**src/rtl/in1_debouncer_pkg.sv**
```systemverilog
// Shared types and constants for the In1 debouncer: FSM state encoding,
// the minimum legal debounce length and the glitch counter geometry.
package in1_debouncer_pkg;

    typedef enum logic [1:0] {
        S_LOW    = 2'b00,
        S_CHK_HI = 2'b01,
        S_HIGH   = 2'b10,
        S_CHK_LO = 2'b11
    } state_t;

    localparam int DEBOUNCE_MIN = 2;
    localparam int GLITCH_W     = 8;
    localparam logic [GLITCH_W-1:0] GLITCH_MAX = 8'd255;

    function automatic logic [GLITCH_W-1:0] glitch_sat_inc(input logic [GLITCH_W-1:0] val);
        return (val == GLITCH_MAX) ? val : val + 1'b1;
    endfunction

endpackage

```
**src/rtl/sync_2ff.sv**
```systemverilog
// Two-flop synchroniser for an asynchronous single-bit input; both flops
// clear to 0 on the active-low asynchronous reset.
module sync_2ff (
    input  logic CLK,
    input  logic RST,
    input  logic d,
    output logic q
);

    logic s1;

    always_ff @(posedge CLK or negedge RST) begin
        if (!RST) begin
            s1 <= 1'b0;
            q  <= 1'b0;
        end else begin
            s1 <= d;
            q  <= s1;
        end
    end

endmodule

```
**src/rtl/in1_debouncer.sv**
```systemverilog
// Synchronises and debounces the raw In1 input, emitting rise/fall pulses.
// Define IN1_DEBOUNCER_GLITCH_CNT_EN to add the saturating GlitchCnt output.
//
// state    | meaning
// ---------+-------------------------------------------------
// S_LOW    | output low, synchronised input low
// S_CHK_HI | output low, counting consecutive high samples
// S_HIGH   | output high, synchronised input high
// S_CHK_LO | output high, counting consecutive low samples
module in1_debouncer
    import in1_debouncer_pkg::*;
#(
    parameter int DEBOUNCE_CYCLES = 4
) (
    input  logic CLK,
    input  logic RST,
    input  logic RawIn,
    output logic Out1,
    output logic RisePulse,
    output logic FallPulse
`ifdef IN1_DEBOUNCER_GLITCH_CNT_EN
    ,
    output logic [GLITCH_W-1:0] GlitchCnt
`endif
);

    localparam int CNT_W = $clog2(DEBOUNCE_CYCLES);
    localparam logic [CNT_W-1:0] CNT_LAST = CNT_W'(DEBOUNCE_CYCLES - 1);

    generate
        if (DEBOUNCE_CYCLES < DEBOUNCE_MIN || DEBOUNCE_CYCLES > 65535) begin : g_bad_param
            $error("in1_debouncer: DEBOUNCE_CYCLES must be in 2..65535");
        end
    endgenerate

    logic       s2;
    state_t     state;
    logic [CNT_W-1:0] cnt;

    sync_2ff u_sync (
        .CLK (CLK),
        .RST (RST),
        .d   (RawIn),
        .q   (s2)
    );

    // cnt counts samples already seen at the new level, so the edge that
    // sees the D-th matching sample is the one where cnt == D-1.
    always_ff @(posedge CLK or negedge RST) begin
        if (!RST) begin
            state     <= S_LOW;
            cnt       <= '0;
            Out1      <= 1'b0;
            RisePulse <= 1'b0;
            FallPulse <= 1'b0;
        end else begin
            RisePulse <= 1'b0;
            FallPulse <= 1'b0;
            case (state)
                S_LOW: begin
                    if (s2) begin
                        state <= S_CHK_HI;
                        cnt   <= CNT_W'(1);
                    end
                end
                S_CHK_HI: begin
                    if (!s2) begin
                        state <= S_LOW;
                    end else if (cnt == CNT_LAST) begin
                        state     <= S_HIGH;
                        Out1      <= 1'b1;
                        RisePulse <= 1'b1;
                    end else begin
                        cnt <= cnt + 1'b1;
                    end
                end
                S_HIGH: begin
                    if (!s2) begin
                        state <= S_CHK_LO;
                        cnt   <= CNT_W'(1);
                    end
                end
                S_CHK_LO: begin
                    if (s2) begin
                        state <= S_HIGH;
                    end else if (cnt == CNT_LAST) begin
                        state     <= S_LOW;
                        Out1      <= 1'b0;
                        FallPulse <= 1'b1;
                    end else begin
                        cnt <= cnt + 1'b1;
                    end
                end
                default: begin
                    state <= S_LOW;
                    Out1  <= 1'b0;
                end
            endcase
        end
    end

`ifdef IN1_DEBOUNCER_GLITCH_CNT_EN
    logic abort;

    assign abort = (state == S_CHK_HI && !s2) || (state == S_CHK_LO && s2);

    always_ff @(posedge CLK or negedge RST) begin
        if (!RST) begin
            GlitchCnt <= '0;
        end else if (abort) begin
            GlitchCnt <= glitch_sat_inc(GlitchCnt);
        end
    end
`endif

endmodule

```
**config.mk**
```make
export PLATFORM = sky130hd
export DESIGN_NAME = in1_debouncer
export DESIGN_NICKNAME = d
export VERILOG_FILES = /design/src/rtl/in1_debouncer_pkg.sv /design/src/rtl/sync_2ff.sv /design/src/rtl/in1_debouncer.sv
export SDC_FILE = /design/constraint.sdc
export NUM_CORES = 1
export LEC_CHECK = 0
export CORE_AREA = 2 2 39 41
export CTS_CLUSTER_DIAMETER = 120
export DETAILED_ROUTE_END_ITERATION = 6
export DIE_AREA = 0 0 41 43
export PLACE_DENSITY_LB_ADDON = 0.08
export SLEW_MARGIN = 20
export SYNTH_ARGS = -nofsm -noshare
export SYNTH_HDL_FRONTEND = slang
export SYNTH_HIERARCHICAL = 1
export SYNTH_SLANG_ARGS = --single-unit
```
**constraint.sdc**
```tcl
create_clock -name CLK -period 3.3 [get_ports CLK]
set_input_delay 0.99 -clock CLK [delete_from_list [all_inputs] [get_ports CLK]]
set_output_delay 0.99 -clock CLK [all_outputs]
set_load 0.03 [all_outputs]
```
==> metrics <==
status finished clean; Max FO, Critical Path 3; Hold Path Origin u_sync/s1$_DFF_PN0_; clock slew at reported path FFs 0.06 ns; Filler cells 144; Worst R2R Setup Slack 2.10 ns; DR vias/cell 4.54; Clk Latency, worst-skew pair 0.25 ns; fin area 457 µm²; crit-path cells clkdlybuf4s50_1; sequential power share 47.2%; CTS tree built; R2R Path Start cnt[0]$_DFFE_PN0P_; TNS Setup 0 ns; Sink Count 9; die height 43 µm; Final Skew 0.00192 ns; Gate power share 31.3%; CP delay by family, top buffers and inverters; clock network power share 21.5%; Placement Cell Area 430 µm²; Synth top area share 61.6%; Final Worst Setup Slack 1.02 ns; Min-Delay Path Depth 0; initial antenna violation count 0; Slowest Stage Delay on Critical Path 0.67 ns; switching power 129 µW; vias in the first global route 265; antenna violation net count after detailed routing 0; P&R area growth vs syn 25.0%; H-tree Lvls 1; PwrDens 821 nW/µm²; Hold Buf Count CTS 0; Required @ worst endpoint 2.31 ns; post-layout util 33.0%; synth top area cells dfrtp_1 62%, ha_1 6.8%, a21oi_1 4.1%, nor3b_1 4.1%, mux2_2 3.1%; Finish-stage setup viols 0; number of flops mapped to enable cells by yosys 0; Port Buf Inserts 5; Internal 246 µW; Yosys top cell by area dfrtp_1; Syn Nets 35; post-synthesis instance total 30; Core Rows 14; synth unique cells 15; Max Slew Vio Count 0; unrepaired setup endpoints after global routing no; DRT Wirelength 571 µm; largest net degree at the start of global routing 10; num ports 6; DRT Pass-1 Iters 2; Num CTS Buffers 3; Slew headroom 73.1%; Remaining Overflow, GRT 0; Post-route DRC 0; WHS Endpoint u_sync/q$_DFF_PN0_; Netlist Area Pre-Place 365 µm²; clk root buf clkbuf_4; die area 1760 µm²; sequential element share of the synthesized area 61.6%; most common cell in the synthesized netlist dfrtp_1; Yosys reg bits 9; final hold vios 0; switching share of power 34.4%; Global Route Usage Sum 9.35%; worst-margin pin slew 0.403 ns; Post-Place Worst Slack 1.29 ns; iteration-0 DRC count of the detailed router 5; Starting Density 26.4%; first-pass GRT wire length 1050 µm; fraction of layout cells with a size suffix above 1 10.5%; syn avg cell area 12.2 µm²; chip width 41 µm; Wirelength per Cell 10.6 µm; Setup crit start kind flip-flop; Final #Nets 44; FFs w/ async S/R, synth 100%; Primary FF master, synth dfrtp_1; Crit path arrival time 1.29 ns; routed via count 245; Post-CTS Setup Bufs 0; CP Class flip-flop to primary output; core area 1380 µm²; CP Buf/Inv Count 1; Max Clk Rate 439 MHz; DP Wirelength 459 µm; Final period util 69.0%; Resize count post-CTS 0; clock buffer depth 2; dpl cells 50; crit path capture type primary output; final RePlAce weighted congestion 0.751; non-filler cells in the finished layout 54; Ys Warns 6; Leak Pwr 0.000193 µW; Hold WC Path Type flip-flop to flip-flop; max_cap viols 0; Reg2Reg Depth 3; top cells by count, synth 9 x dfrtp_1, 3 x a21oi_1, 3 x nand2_1; slowest CP cell clkdlybuf4s50_1; Worst IR Drop VDD 286 µV; Tmin final 2.28 ns; ANT cells 0
[power by group through the flow]
stage / registers, µW / logic (µW) / clock network [µW]
after global placement: 176 / 116 / 0
final: 177 / 117 / 80.7
after detailed placement: 180 / 119 / 0
after CTS: 177 / 119 / 83.7
after floorplan: 183 / 76.0 / 0
after global routing: 185 / 133 / 90.9
[per-stage QoR]
step	hold WS [ns]	total power (µW)
floorplan	0.331	259
global placement	0.333	292
detailed placement	0.344	299
CTS	0.357	380
global route	0.369	409
finish	0.352	375
[how the worst max path moves through the flow]
stage | startpoint | to | slack (ns) | cells past startpoint
3_5_place_dp | Out1$_DFFE_PN0P_ | Out1 | 1.29 | 1
3_3_place_gp | Out1$_DFFE_PN0P_ | Out1 | 1.31 | 1
2_1_floorplan | Out1$_DFFE_PN0P_ | Out1 | 1.82 | 0
6_report | Out1$_DFFE_PN0P_ | Out1 | 1.02 | 1
4_1_cts | Out1$_DFFE_PN0P_ | Out1 | 1.01 | 1
5_1_grt | Out1$_DFFE_PN0P_ | Out1 | 0.96 | 1
[placed cells by master (no fill, tap or decap)]
cell type / netlist / routed
o21ai_0: 1 / 1
clkbuf_4: 0 / 3
nor2_1: 2 / 2
nor3_1: 1 / 1
clkbuf_1: 0 / 1
a21boi_1: 1 / 1
nand2_1: 3 / 3
a21oi_1: 3 / 3
mux2_2: 1 / 1
clkdlybuf4s50_1: 0 / 5
a31o_1: 1 / 1
nor3b_1: 2 / 2
a31oi_1: 1 / 1
xnor2_1: 1 / 1
dfrtp_1: 9 / 9
ha_1: 2 / 2
xor2_1: 1 / 1
[routing by layer]
metal | global-route usage, % | wire, µm | up-vias
met2 | 12.5 | 278 | 6
met3 | 3.14 | 42 | 2
met1 | 11.4 | 243 | 115
li1 | - | - | 122
met4 | 8.00 | 6 | 0
met5 | 0 | 0 | -
[layout make-up]
cell class / instances / area, µm² / share of cell area (%)
clock buffer: 4 / 26.3 / 5.75
multi-input combinational: 20 / 135 / 29.6
sequential: 9 / 225 / 49.3
tap: 16 / 20.0 / 4.38
timing repair buffer: 5 / 50.0 / 11.0
[kinds of logic after synthesis]
logic type,count (synthesis),synth area share (%)
flops,9,61.6
buf+inv,1,1.37
xor+xnor,2,4.80
fa+ha+maj,2,6.85
mux,1,3.08
compound gates,7,11.6
simple gates,8,10.6
(Power assumes the default switching activity.)
